$ cat src/rtl/tx_machine_pkg.sv
// -----------------------------------------------------------------------------
// tx_machine_pkg
// Shared definitions for the tx_machine byte-to-bit serializer.
//   state_t            : FSM state encoding (idle, shifting, hold-off)
//   DEF_DATA_WIDTH     : default parallel word width / bits per transfer
//   DEF_IDLE_LEVEL     : default txd level outside a transfer
// -----------------------------------------------------------------------------
package tx_machine_pkg;

    localparam int unsigned DEF_DATA_WIDTH = 8;
    localparam logic        DEF_IDLE_LEVEL = 1'b0;

    typedef enum logic [1:0] {
        StIdle  = 2'd0,
        StShift = 2'd1,
        StHold  = 2'd2
    } state_t;

endpackage : tx_machine_pkg

$ cat src/rtl/tx_machine.sv
// -----------------------------------------------------------------------------
// tx_machine
// Byte-to-bit serializer. A 0->1 transition on send captures data and shifts
// it out on txd, one bit per clock, LSB first, no start/stop bits.
//
// Ports:
//   clk   in   system clock, rising edge
//   rst   in   asynchronous active-low reset
//   send  in   transfer request (level; a rising edge starts a transfer)
//   data  in   parallel word, sampled only on the accepting edge
//   txd   out  registered serial output
// -----------------------------------------------------------------------------
module tx_machine
    import tx_machine_pkg::*;
#(
    parameter int unsigned DATA_WIDTH = DEF_DATA_WIDTH,
    parameter logic        IDLE_LEVEL = DEF_IDLE_LEVEL
) (
    input  logic                  clk,
    input  logic                  rst,
    input  logic                  send,
    input  logic [DATA_WIDTH-1:0] data,
    output logic                  txd
);

    localparam int unsigned      CNT_W    = (DATA_WIDTH > 1) ? $clog2(DATA_WIDTH) : 1;
    localparam logic [CNT_W-1:0] CNT_LAST = CNT_W'(DATA_WIDTH - 1);

    state_t                  r_state;
    logic [DATA_WIDTH-1:0]   r_sh;
    logic [CNT_W-1:0]        r_cnt;
    logic                    r_send_d;
    logic                    r_armed;
    logic                    r_txd;
    logic                    w_req;

    // r_send_d resets to 0, so a send already high at reset release would
    // look like an edge. r_armed only sets once send has been seen low,
    // which keeps a level held through reset from starting a transfer.
    assign w_req = send & ~r_send_d & r_armed;

    always_ff @(posedge clk or negedge rst) begin
        if (!rst) begin
            r_state  <= StIdle;
            r_sh     <= '0;
            r_cnt    <= '0;
            r_send_d <= 1'b0;
            r_armed  <= 1'b0;
            r_txd    <= IDLE_LEVEL;
        end else begin
            r_send_d <= send;
            if (!send) begin
                r_armed <= 1'b1;
            end

            case (r_state)
                StIdle: begin
                    r_txd <= IDLE_LEVEL;
                    if (w_req) begin
                        r_sh    <= data;
                        r_cnt   <= '0;
                        r_state <= StShift;
                    end
                end

                StShift: begin
                    // Requests are ignored here; only the captured copy is sent.
                    r_txd <= r_sh[r_cnt];
                    if (r_cnt == CNT_LAST) begin
                        r_cnt   <= '0;
                        r_state <= StHold;
                    end else begin
                        r_cnt <= r_cnt + 1'b1;
                    end
                end

                StHold: begin
                    // Wait for send to drop so a held level never re-triggers.
                    r_txd <= IDLE_LEVEL;
                    if (!send) begin
                        r_state <= StIdle;
                    end
                end

                default: begin
                    r_txd   <= IDLE_LEVEL;
                    r_cnt   <= '0;
                    r_state <= StIdle;
                end
            endcase
        end
    end

    assign txd = r_txd;

endmodule : tx_machine

$ cat config.mk
export PLATFORM = sky130hd
export DESIGN_NAME = tx_machine
export DESIGN_NICKNAME = d
export VERILOG_FILES = /design/src/rtl/tx_machine_pkg.sv /design/src/rtl/tx_machine.sv
export SDC_FILE = /design/constraint.sdc
export NUM_CORES = 1
export LEC_CHECK = 0
export ABC_CLOCK_PERIOD_IN_PS = 1800
export CAP_MARGIN = 25
export CORE_UTILIZATION = 49
export DETAILED_ROUTE_END_ITERATION = 10
export MAX_ROUTING_LAYER = met4
export PLACE_DENSITY = 0.75
export SLEW_MARGIN = 20
export SYNTH_ARGS = -nofsm -noshare
export SYNTH_HDL_FRONTEND = slang
export SYNTH_SLANG_ARGS = --single-unit
$ cat constraint.sdc
create_clock -name clk -period 1.8 [get_ports clk]
set_clock_uncertainty 0.2 [all_clocks]
set_input_delay 0.45 -clock clk [delete_from_list [all_inputs] [get_ports clk]]
set_output_delay 0.45 -clock clk [all_outputs]
set_load 0.02 [all_outputs]
## Yosys cells after proc, flatten, opt, wreduce, memory -nomap -nowiden

Cells that the tools add are included.

- $add $sub $neg: 1
- Order comparisons: 1
- Equality and inequality tests: 6
- Multiplexer cells: 10
- Bitwise gates (word level): 4
- Reductions and logical operators: 4

Operator list:

| cell | number |
|---|---|
| 3-bit one-hot mux with 3 select lines | 1 |
| 2-bit 2-to-1 mux | 3 |
| 3-bit 2-to-1 mux | 2 |
| 2-bit inequality test, second input constant | 3 |
| 2-bit one-hot mux with 3 select lines | 1 |
| 3-bit by 4-bit less-than comparator with 1-bit output, second input constant | 1 |
| 2-bit AND reduction | 2 |
| 3-bit by 1-bit adder with 3-bit output, second input constant | 1 |
| 1-bit binary-select mux with 3-bit select | 1 |
| 3-bit == test, second input constant | 1 |
| 3-bit AND reduction | 1 |
| 1-bit AND | 2 |
| 2-bit by 1-bit == test with 1-bit output, second input constant | 1 |
| 2-bit == test, second input constant | 1 |
| 2-bit logical NOT | 1 |
| 1-bit 2-to-1 mux | 2 |
| 1-bit NOT | 2 |

- Register bits after elaboration: 16
- Bits of input ports: 11
- Output and inout port bits: 1
- Logic and storage cells: 32

## Longest topological paths before layout

Gate-level depths: netlist (run 1).

- Depth after elaboration: 5
- Gate-level depth with buffers: 4
- Gate-level depth less buffers: 4

## Least setup slack after synthesis (run 1)

OpenSTA, ideal clock, no wires.

- Path type: flip-flop to flip-flop
- Start point: register r_state[1]
- End point: register r_sh[0]
- Library setup time: 125 ps
- Data arrival time: 1145 ps
- Data required time: 1475 ps
- Slack: 330 ps
- Stages on the path, launching flop included: 5
- Buffers on the path: 1
- Period minus slack after synthesis: 1470 ps
- Cells stage by stage: dfrtp_1 nor2_1 and4b_1 buf_6 mux2_2

- Word-level cells in the longest chain between the ends: 2

Ends and longest elaborated chain:

| what | RTL line | source |
|---|---|---|
| start: declaration | tx_machine.sv:29 | `state_t r_state;` |
| start signal: assignment | tx_machine.sv:44 | `r_state <= StIdle;` |
| start signal: assignment | tx_machine.sv:62 | `r_state <= StShift;` |
| start signal: assignment | tx_machine.sv:71 | `r_state <= StHold;` |
| 2-bit logical NOT | tx_machine.sv:56 | `case (r_state)` |
| 2-bit AND reduction (no line) | -- |  |
| end signal: assignment | tx_machine.sv:60 | `r_sh <= data;` |
| end: declaration | tx_machine.sv:30 | `logic [DATA_WIDTH-1:0] r_sh;` |

Every way passes these cells.
A chain may end at the register's enable or synchronous reset.

## Worst setup path in the final report (run 1)

- Start point: input port send
- End point: register r_sh[4]

- Word-level cells in the longest chain between the ends: 3

Ends and longest elaborated chain:

| what | RTL line | source |
|---|---|---|
| start: declaration | tx_machine.sv:21 | `input logic send,` |
| 1-bit AND (2 in a row) | tx_machine.sv:40 | `assign w_req = send & ~r_send_d & r_armed;` |
| 2-bit AND reduction (no line) | -- |  |

Every way passes these cells.

==> summary.txt, run 1 <==
Synthesis
  – Post-Synth XOR/XNOR Area: 0%
  – Synth Warn #: 0
  – Area leader, netlist: dfrtp_1
  – Main synth FF type: dfrtp_1
  – Synth Cell Area: 696 µm²
  – Top cells by count, synth: 16 x dfrtp_1, 10 x mux2_2, 3 x nor2_1
  – Post-synthesis mux area share: 20.9%
  – Gate Count Post-Synth: 48
  – Compound-Gate Fraction of Synth Area: 3.42%
  – Yosys cell types: 18
  – Syn Nets: 61
  – Most common cell in the synthesized netlist: dfrtp_1
  – Register area share after synthesis: 57.6%
  – Synth top area cells: dfrtp_1 58%, mux2_2 16%, ha_1 3.6%
  – Adder-cell share of the synthesized area: 3.60%
  – Avg Cell Area, Syn: 14.5 µm²
  – Simple logic cell fraction of the synthesized area: 12.9%
  – Number of flops mapped to enable cells by yosys: 0
  – #FFs+latches synth: 16
  – Synth top area share: 57.6%
  – Post-synth ARST share: 100%
  – Largest family of logic cells by synthesized area: multiplexers

Cells and area
  – # fillers: 108
  – Antenna Cells: 0
  – Design area: 851 µm²
  – Share of cells above drive strength 1: 31.7%
  – Synthesis-to-finish area growth: 22.3%
  – Seq. cell area: 400 µm²
  – Nets: 78
  – Final Core Density: 64.6%
  – Multi-input logic area: 285 µm²

Clock tree
  – CTS Buffer Depth: 2
  – PostCTS Resize Cnt: 1
  – H-tree level count: 1
  – CTS tree: built
  – Hold Buf Count CTS: 0
  – Num CTS Buffers: 3
  – CTS Root Cell: clkbuf_4
  – Postcts setup bufs: 0
  – Worst-Skew Late Latency: 0.28 ns
  – CTS sink count: 16
  – Clock Pin Slew Worst Setup and Hold Paths: 0.09 ns

Routing
  – DRC viols: 0
  – Via count: 420
  – TritonRoute pass-1 iters: 2
  – DRT iter0 DRCs: 8
  – Antenna Nets Post-Route: 0
  – Routed WL per cell: 14.4 µm
  – Detail-routed via count per cell: 5.38
  – Drt total wl: 1120 µm

Die
  – Die W: 39.7 µm
  – Row cnt: 13
  – DIE AREA: 1570 µm²
  – Core Area: 1320 µm²
  – Initial Utilization: 52.8%
  – Die Ht: 39.7 µm
  – Io pins: 12

Run status
  – Status: finished clean

Timing
  – Hold slack: 0.275 ns
  – Max_slew headroom: 80.6%
  – Max Slew Vio Count: 0
  – Final min period: 1.68 ns
  – Final worst slack: 0.116 ns
  – Final hold violation count: 0
  – Final setup fails: 0
  – RSZ-0062 raised after global routing: false
  – Final Cycle Share: 93.6%
  – Final TNS setup: 0 ns
  – Tightest Pin Transition: 0.289 ns
  – Max Fclk: 594 MHz

Worst setup path
  – Worst R2R Path Depth: 3
  – R2r setup slk: 0.18 ns
  – CP Launch Type: primary input
  – Reg2reg start: r_state[1]
  – CP top delay family: buffers and inverters
  – Crit path buffers/inverters: 1
  – Slowest cell on crit path: clkdlybuf4s50_1
  – Worst-path cell chain: clkdlybuf4s50_1, and4b_2, mux2_2
  – Max stage delay on crit path: 0.47 ns
  – Worst Path Max Fanout: 9
  – Worst endpoint data arrival time: 1.64 ns
  – Critical path data required time: 1.76 ns
  – WS Path Type: primary input to flop
  – Endpoint class of the critical path: flop
  – Reg-to-Reg End: r_sh[4]
  – Levels on crit path: 3

Place
  – Placed wire-length estimate: 879 µm
  – Buffers on Ports: 11
  – GPL Wtd Cong: 0.683
  – Post-DP Area: 828 µm²
  – Worst slack, placed: -0.275 ns

Flow run
  – Max-cap violation count: 0

Power
  – LEAKAGE: 0.376 nW
  – Worst ir drop on vdd: 0.784 mV
  – Pwr/cell area: 1490 nW/µm²

Min path
  – Hold Path Class: primary input to asynchronous set/reset pin

Global route
  – Gr ovfl total: 0
  – Initial antenna violation count: 0
  – Number of global-route vias before repair: 403
  – Global-route wire length before repair: 1790 µm
  – GRT Total Usage: 19.2%
  – Largest net degree at the start of global routing: 17
-- kinds of logic (layout without fill, tap and decap cells) --
logic type / Yosys count / in the layout
flip-flops: 16 / 16
AND/OR/NAND/NOR: 14 / 14
multiplexers: 12 / 12
AO/OA/AOI/OAI: 3 / 3
adder cells (fa/ha/maj): 2 / 2
buffers and inverters: 1 / 16
-- metrics by stage --
stage / power [mW] / instances
5_1_grt: 1.37 / 78
2_1_floorplan: 0.970 / 48
3_3_place_gp: 1.07 / 75
4_1_cts: 1.28 / 78
6_report: 1.27 / 78
3_5_place_dp: 1.11 / 75
-- cell usage in the layout, fill, tap and decap left out, types with 2 or more instances in the layout --
cell type and instances:
nand2b_1 2, clkdlybuf4s50_1 10, a22o_1 2, buf_4 2
nor2_1 3, dfrtp_1 16, mux2_2 10, nand2_1 2
clkbuf_4 3, ha_1 2
-- metal layers --
layer,up-vias,share of wire [%],global-route usage [%]
li1,209,-,-
met1,200,43,22.0
met2,11,50,30.3
met3,0,6.3,8.52
met4,0,0,5.17
met5,-,0,-
-- power breakdown --
| part | switching [mW] | internal (mW) |
|---|---|---|
| sequential | 0.119 | 0.512 |
| clock | 0.0999 | 0.0775 |
| combinational | 0.168 | 0.293 |
| total | 0.387 | 0.882 |
-- state kept, by name, indices dropped and copies added (netlist names) --
| signal | count |
|---|---|
| r_cnt | 3 |
| txd | 1 |
| r_armed | 1 |
| r_state | 2 |
| r_sh | 8 |
| r_send_d | 1 |
-- worst max-delay path by stage --
stage,slack (ns),to,startpoint
floorplan,0.33,r_sh[0],r_state[1]
global placement,-0.25,r_sh[0],send
detailed placement,-0.27,r_sh[6],send
CTS,0.03,r_sh[4],send
global route,0.08,r_sh[4],send
finish,0.12,r_sh[4],send
-- area by class of cell --
type | instances | area share, %
multi-input cells | 31 | 33.5
flip-flops and latches | 16 | 47.1
repair buffers | 13 | 14.6
well taps | 15 | 2.21
clock buffers | 3 | 2.65
Note: power is estimated with default switching activity, not from simulation.
==> inputs of run 2 (changes only) <==
--- a/config.mk
+++ b/config.mk
@@ -8,8 +8,8 @@
 export ABC_CLOCK_PERIOD_IN_PS = 1800
 export CAP_MARGIN = 25
 export CORE_UTILIZATION = 49
+export CTS_CLUSTER_DIAMETER = 100
 export DETAILED_ROUTE_END_ITERATION = 10
-export MAX_ROUTING_LAYER = met4
 export PLACE_DENSITY = 0.75
 export SLEW_MARGIN = 20
 export SYNTH_ARGS = -nofsm -noshare
==> summary.txt, run 2 (synthesis results as in run 1) <==
Die
  – Core Area: 1320 µm²
  – DIE AREA: 1570 µm²
  – Io pins: 12
  – Row cnt: 13
  – Die W: 39.7 µm
  – Initial Utilization: 52.8%
  – Die Ht: 39.7 µm

Timing
  – Final hold violation count: 0
  – Final min period: 1.69 ns
  – Final setup fails: 0
  – Max Slew Vio Count: 0
  – Tightest Pin Transition: 0.289 ns
  – Max Fclk: 593 MHz
  – Max_slew headroom: 80.6%
  – Final Cycle Share: 93.6%
  – RSZ-0062 raised after global routing: false

Cells and area
  – Register bank with the most flops: r_sh
  – Synthesis-to-finish area growth: 22.3%
  – Nets: 78
  – Final Core Density: 64.6%
  – Largest registers: r_sh x8, r_cnt x3, r_state x2
  – Antenna Cells: 0
  – Share of cells above drive strength 1: 31.7%
  – Commonest non-fill, non-tap cell in the layout: dfrtp_1
  – Max FFs per register: 8
  – Commonest non-fill, non-tap cells in the layout: 16 x dfrtp_1, 10 x mux2_2, 10 x clkdlybuf4s50_1, 3 x nor2_1, 3 x clkbuf_4

Routing
  – Routed WL per cell: 14.3 µm
  – Drt total wl: 1110 µm
  – Via count: 422
  – Antenna Nets Post-Route: 0
  – Detail-routed via count per cell: 5.41
  – DRC viols: 0
  – DRT iter0 DRCs: 6
  – TritonRoute pass-1 iters: 2

Run status
  – Status: finished clean

Worst setup path
  – CP Launch Type: primary input
  – WS Path Type: primary input to flop
  – Endpoint class of the critical path: flop
  – Slowest cell on crit path: clkdlybuf4s50_1
  – Worst-path cell chain: clkdlybuf4s50_1, and4b_2, mux2_2
  – Critical path data required time: 1.76 ns
  – Worst Path Max Fanout: 9
  – CP top delay family: buffers and inverters
  – Worst endpoint data arrival time: 1.65 ns
  – Max stage delay on crit path: 0.47 ns
  – Crit path buffers/inverters: 1

Global route
  – Number of global-route vias before repair: 404
  – GRT Total Usage: 18.7%
  – Global-route wire length before repair: 1790 µm
  – Gr ovfl total: 0
  – Initial antenna violation count: 0
  – Largest net degree at the start of global routing: 17

Power
  – LEAKAGE: 0.376 nW
  – Worst ir drop on vdd: 0.781 mV
  – Total power: 1.27 mW
  – Pwr/cell area: 1490 nW/µm²

Place
  – Buffers on Ports: 11
  – Placed wire-length estimate: 879 µm
  – GPL Wtd Cong: 0.677

Clock tree
  – CTS sink count: 16
  – Num CTS Buffers: 3
  – Clock Pin Slew Worst Setup and Hold Paths: 0.08 ns
  – Postcts setup bufs: 0
  – Worst-Skew Late Latency: 0.28 ns
  – CTS Buffer Depth: 2
  – H-tree level count: 1
  – CTS tree: built
  – Hold Buf Count CTS: 0
  – CTS Root Cell: clkbuf_4

Flow run
  – Max-cap violation count: 0

Min path
  – Hold Path Class: primary input to asynchronous set/reset pin
[run 2: cell counts in the layout (fill, tap and decap cells not counted)]
No cell type changed its count.
[run 2: worst register-to-register path: stages (launching register included)]
cell and delay, ns:
dfrtp_1 0.41, nor2_1 0.15, and4b_2 0.38, mux2_2 0.37
[run 2: timing repair]
item                                    in CTS  in global routing
endpoints found under the setup margin       1                  5
gates resized for setup                      1                  1
pin swaps                                    0                  0
[run 2: cell type report]
cell class / instances / area [µm²]
sequential: 16 / 400
multi-input combinational: 31 / 285
clock buffer: 3 / 22.5
fill: 108 / 467
timing repair buffer: 13 / 124
tap: 15 / 18.8
[run 2: stage by stage]
step	TNS, ns	hold slack [ns]	cells	instance area (µm²)	setup WS (ns)
finish	0	0.277	78	851	0.114
global route	0	0.295	78	851	0.0791
CTS	0	0.278	78	850	0.0289
detailed placement	-2.16	0.276	75	828	-0.275
global placement	-2.02	0.271	75	828	-0.251
floorplan	0	-0.0456	48	696	0.330
[run 2: where the power goes]
group	switching (mW)	leakage (nW)	internal (mW)
clock	0.0981	0.0138	0.0775
sequential	0.118	0.190	0.512
combinational	0.168	0.172	0.293
total	0.384	0.376	0.882
[run 2: final timing paths]
kind                            cells past startpoint  slack [ns]       start  endpoint
worst max register to register                      3        0.18  r_state[1]   r_sh[4]
worst max-delay path                                3        0.11        send   r_sh[4]
worst min register to register                      1        0.30     r_armed   r_armed
worst min-delay path                                2        0.28         rst  r_cnt[1]
min in group clk                                    1        0.30     r_armed   r_armed
max in group asynchronous                           2        0.94         rst   r_sh[3]
[run 2: per-layer routing]
| metal | GRT usage [%] | vias up | wire (µm) |
|---|---|---|---|
| met5 | 0 | - | 0 |
| met4 | 5.17 | 0 | 0 |
| met3 | 8.52 | 0 | 70 |
| met2 | 30.3 | 11 | 571 |
| met1 | 22.0 | 202 | 470 |
| li1 | - | 209 | - |
==> RTL edit 1 (settings of run 1) <==
Encoding of `state_t`: now one-hot (3 bits for 3 states).
--- a/src/rtl/tx_machine_pkg.sv
+++ b/src/rtl/tx_machine_pkg.sv
@@ -12,6 +12,6 @@
 
-    typedef enum logic [1:0] {
-        StIdle  = 2'd0,
-        StShift = 2'd1,
-        StHold  = 2'd2
+    typedef enum logic [2:0] {
+        StIdle  = 3'b001,
+        StShift = 3'b010,
+        StHold  = 3'b100
     } state_t;
Check against the original RTL: same outputs for any inputs over 10 cycles, from zero or initial values and one cycle with rst low; not proved beyond that.
==> RTL edit 1 against run 1 <==
Setup slack better by 0.066 ns. Critical path depth is 1 higher. Critical endpoint is now r_sh[3]. Sequential cell count is 1 higher. Cell area is 13% higher. Synthesized area is 13% higher. Fmax is 4.1% higher. Critical path type unchanged. Register-to-register slack better by 0.06 ns. Wire length is 12% higher.
Power is not compared: it rests on default switching activity, and its combinational part moved more than twofold at a synthesized area within 25%.
==> RTL edit 1: results (changes against run 1) <==
Run status
  • Status: complete, no violations

Worst hold path
  • Hold Path Class: primary input to async pin

CTS
  • Post-CTS sizing: 1 (unchanged)
  • CTS clock-pin slew for the worst setup and hold paths: 0.10 ns
  • Num CTS Buffers: 3 (unchanged)
  • Max Buffers Root-to-Sink: 2 (unchanged)
  • Root Buffer: clkbuf_4
  • Post-CTS setup buffer count: 0 (unchanged)
  • H-tree Lvls: 1 (unchanged)
  • Clock Latency Late Sink: 0.29 ns

Logic synthesis
  • Predominant post-synthesis flop cell: dfrtp_1
  • Synth async-reset ratio: 100% (unchanged)
  • Syn. warnings: 0 (unchanged)
  • Syn_nets: 72 (+18%)
  • Register area share after synthesis: 54.5% (-3.1 points)
  • Cells after Synth: 59 (+23%)
  • Synth area leaders: dfrtp_1 (51%), mux2_2 (13%), nand2b_1 (4.0%)
  • Unique masters post-synth: 24 (+6)
  • Post-synth top cells: dfrtp_1 (16), mux2_2 (9), nand2b_1 (5)

Place
  • DP Area: 936 um2 (+13%)
  • IO Port Bufs: 11 (unchanged)
  • HPWL after DPL: 924 um (+5.1%)
  • DP Cell Count: 89 (+19%)
  • Setup WS pre-CTS: -0.141 ns (+0.134 ns)
  • Placer congestion estimate: 0.761 (+11%)

Critical path
  • R2R depth: 3 (unchanged)
  • Reg-to-reg startpoint: r_state[0]
  • Reg2reg setup slack: 0.24 ns (+0.06 ns)
  • Data arrival, critical path: 1.60 ns (-0.04 ns)
  • R2R Path End: r_sh[3]
  • Worst Path Max Fanout: 8 (-1)

GRT
  • Largest net degree at the start of global routing: 18 (+1)
  • Initial antenna violation count: 0 (unchanged)
  • First-pass GRT wire length: 2140 um (+19%)
  • Total Routing Usage GR: 17.0% (-2.2 points)
  • Vias in the first global route: 504 (+25%)

Cells and area
  • Fin nets: 91 (+17%)
  • Final std cells w/o fill: 93 (+19%)
  • Fillers: 132 (+22%)
  • Largest registers: r_sh x8, r_cnt x3, r_state x3
  • Layout cells sized above 1: 27.3% (-4.5 points)
  • Diodes inserted: 0 (unchanged)
  • Post-route cell area: 962 um2 (+13%)

Timing
  • Hold_ws: 0.277 ns (+0.00194 ns)
  • Worst-Margin Slew: 0.259 ns (-0.0302 ns)

Power and ir drop
  • Int Pwr: about 620 uW
  • VDD IR-drop max: 624 uV
  • Leakage: ~0.00042 uW

Detailed routing
  • Wire per inst: 13.5 um (-6.2%)
  • Initial DRC Count: 8 (unchanged)
  • Via count: 513 (+22%)
  • Pre-antenna DRT Iters: 4 (+2)
## RTL edit 1: cell types whose count changed after synthesis, sizes merged, moves of 2 or more
cell,change
inv,+2
a21oi,+2
o31ai,+2
a22o,-2
nand2b,+3
nand3b,+2
## RTL edit 1: cell type report
cell class | instances | share of cell area [%]
sequential | 17 | 44.3
multi-input combinational | 40 | 36.3
timing repair buffer | 14 | 13.7
clock buffer | 3 | 2.34
tap | 16 | 2.08
inverter | 2 | 0.780
clock inverter | 1 | 0.520
## RTL edit 1: power by group through the flow
stage	sequential (uW)	combinational, uW	clock [uW]
detailed placement	486	154	0
global route	485	166	218
floorplan	475	104	0
global placement	484	149	0
CTS	478	153	211
finish	477	151	205
## RTL edit 1: layer usage
metal	track usage, %	part of all wire, %	vias up
met1	20.4	47	250
met4	9.68	1.0	0
li1	-	-	250
met5	-	0	-
met2	27.2	49	11
met3	2.59	2.7	2
## RTL edit 1: cell families after synthesis
group                    Yosys count  synth area share [%]
multiplexers                      11                  17.1
buffers and inverters              2                 0.959
AND/OR/NAND/NOR                   17                  15.5
AO/OA/AOI/OAI                     10                  8.79
flip-flops                        17                  54.5
adder cells (fa/ha/maj)            2                  3.19
## RTL edit 1: critical path: stages
cell and delay, ns:
clkdlybuf4s50_1 0.47, and3b_1 0.22, nand3b_4 0.15, mux2_2 0.30
## RTL edit 1: worst max-delay path by stage
| stage | from | to | slack [ns] |
|---|---|---|---|
| 2_1_floorplan | r_state[0] | r_sh[0] | 0.33 |
| 6_report | send | r_sh[3] | 0.18 |
| 3_5_place_dp | send | r_sh[3] | -0.14 |
| 4_1_cts | send | r_sh[3] | 0.17 |
| 3_3_place_gp | send | r_sh[4] | -0.11 |
| 5_1_grt | send | r_cnt[2] | 0.10 |
==> RTL edit 2 (flow settings as in run 1) <==
Made on the original files. `DEF_DATA_WIDTH`: 8 -> 16.
--- a/src/rtl/tx_machine_pkg.sv
+++ b/src/rtl/tx_machine_pkg.sv
@@ -9,3 +9,3 @@
 
-    localparam int unsigned DEF_DATA_WIDTH = 8;
+    localparam int unsigned DEF_DATA_WIDTH = 16;
     localparam logic        DEF_IDLE_LEVEL = 1'b0;
Ports: changed (resized data); port bits go from 12 to 20. The function was not compared with the original's and may differ.
==> RTL edit 2 against run 1 <==
Sequential cell count up 9. Wire length up 83%. Synthesized area up 68%. Cell area up 69%. Setup slack better by 0.0097 ns. Sequential power up 60%. Core utilization down 0.21 points. Sequential share of layout area down 3.5 points. Power up 58%. Critical path type is now register to register. Largest cell class unchanged. Highest routed layer is now met4.
==> RTL edit 2: results (changes against run 1) <==
Logic synthesis
  • Syn_nets: 103 (+69%)
  • Synthesized area per cell: 14.1 um2 (-2.7%)
  • Synth async-reset ratio: 100% (unchanged)
  • Register area share after synthesis: 53.5% (-4.1 points)
  • Unique masters post-synth: 24 (+6)
  • Synth area leaders: dfrtp_1 (53%), mux2_1 (15%), mux4_1 (9.0%)
  • Predominant post-synthesis flop cell: dfrtp_1
  • Post-synth top cells: dfrtp_1 (25), mux2_1 (16), o21ai_1 (6)
  • Syn. warnings: 0 (unchanged)

Critical path
  • Worst Path Max Fanout: 7 (-2)
  • Slowest stage cell, crit path: mux4_1
  • Max incr delay on CP: 0.59 ns (+0.12 ns)
  • Worst path top cell family by delay: multiplexers
  • CP Launch Point: r_cnt[0]
  • Data arrival, critical path: 1.69 ns (+0.05 ns)

Timing
  • Slew HR: 79.2% (-1.4 points)

Cells and area
  • Fin nets: 128 (+64%)
  • Diodes inserted: 0 (unchanged)
  • Final std cells w/o fill: 135 (+73%)
  • Largest registers: r_sh x16, r_cnt x4, r_state x2
  • Layout cells sized above 1: 12.1% (-20 points)

CTS
  • Num CTS Buffers: 3 (unchanged)
  • Max Buffers Root-to-Sink: 2 (unchanged)
  • H-tree Lvls: 1 (unchanged)
  • Clock Latency Late Sink: 0.31 ns (+0.03 ns)
  • Root Buffer: clkbuf_4
  • CTS clock-pin slew for the worst setup and hold paths: 0.13 ns (+0.04 ns)
  • Post-CTS setup buffer count: 0 (unchanged)

Detailed routing
  • Initial DRC Count: 6 (-2)
  • Wire per inst: 15.2 um (+5.7%)
  • Via density: 5.55 (+3.0%)
  • Pre-antenna DRT Iters: 3 (+1)

GRT
  • GRT overflow: 0 (unchanged)
  • Initial antenna violation count: 0 (unchanged)
  • Largest net degree at the start of global routing: 26 (+9)
  • First-pass GRT wire length: 3480 um (+94%)
  • Total Routing Usage GR: 19.6% (+0.40 points)
  • Vias in the first global route: 776 (+93%)

Place
  • IO Port Bufs: 19 (+8)
  • Placer congestion estimate: 0.867 (+27%)
  • HPWL after DPL: 1490 um (+69%)

Run status
  • Status: complete, no violations

Power and ir drop
  • Leakage: 0.000625 uW (+66%)
  • VDD IR-drop max: 910 uV (+16%)

Worst hold path
  • Hold Path Class: primary input to async pin
==> RTL edit 2: where the power goes <==
| part | internal [uW] | total [uW] | switching, uW |
|---|---|---|---|
| combinational | 471 | 752 | 280 |
| sequential | 808 | 1010 | 198 |
| clock | 83.1 | 249 | 166 |
==> RTL edit 2: cell families (layout without fill, tap and decap cells) <==
logic type      Yosys count  count (layout)  share of synthesized area [%]
buf+inv                   5              29                           3.64
compound gates           12              12                           6.63
mux                      22              22                           27.2
flops                    25              25                           53.5
fa+ha+maj                 1               1                           1.07
simple gates             18              18                           8.02
==> RTL edit 2: worst register-to-register path, cell delays in order (launching register included) <==
cell and delay (ns):
dfrtp_2 0.48, mux4_1 0.59, o211ai_1 0.11, o21a_1 0.14, o21ai_1 0.05
==> RTL edit 2: metal layers <==
layer  track usage [%]  share of wire, %
met3              3.87               2.7
met1              23.8                45
met5                 -                 0
met4              10.6               1.9
met2              30.9                50
==> RTL edit 2: what timing repair did <==
item,CTS,global route
resized for setup,1,1
pin swaps,0,0
hold endpoints to repair,0,0
setup endpoints to repair,1,1
==> RTL edit 2: through the flow <==
stage	instance area, um2	setup WS (ns)
final	1440	0.125
after detailed placement	1410	-0.184
after global routing	1440	0.0630
after CTS	1440	0.0440
after global placement	1410	-0.156
after floorplan	1170	0.145
==> RTL edit 2: final cells by class <==
type | instances | area (um2)
sequential | 25 | 627
clock inverter | 1 | 5.00
tap | 28 | 35.0
multi-input combinational | 53 | 502
fill | 173 | 796
clock buffer | 3 | 22.5
timing repair buffer | 25 | 246
==> RTL edit 2: final timing paths <==
check	end	slack (ns)
min in group clk	r_sh[4]	0.29
min reg2reg	r_sh[4]	0.29
max reg2reg	txd	0.13
max	txd	0.13
max in group asynchronous	r_cnt[0]	0.87
min	r_armed	0.28
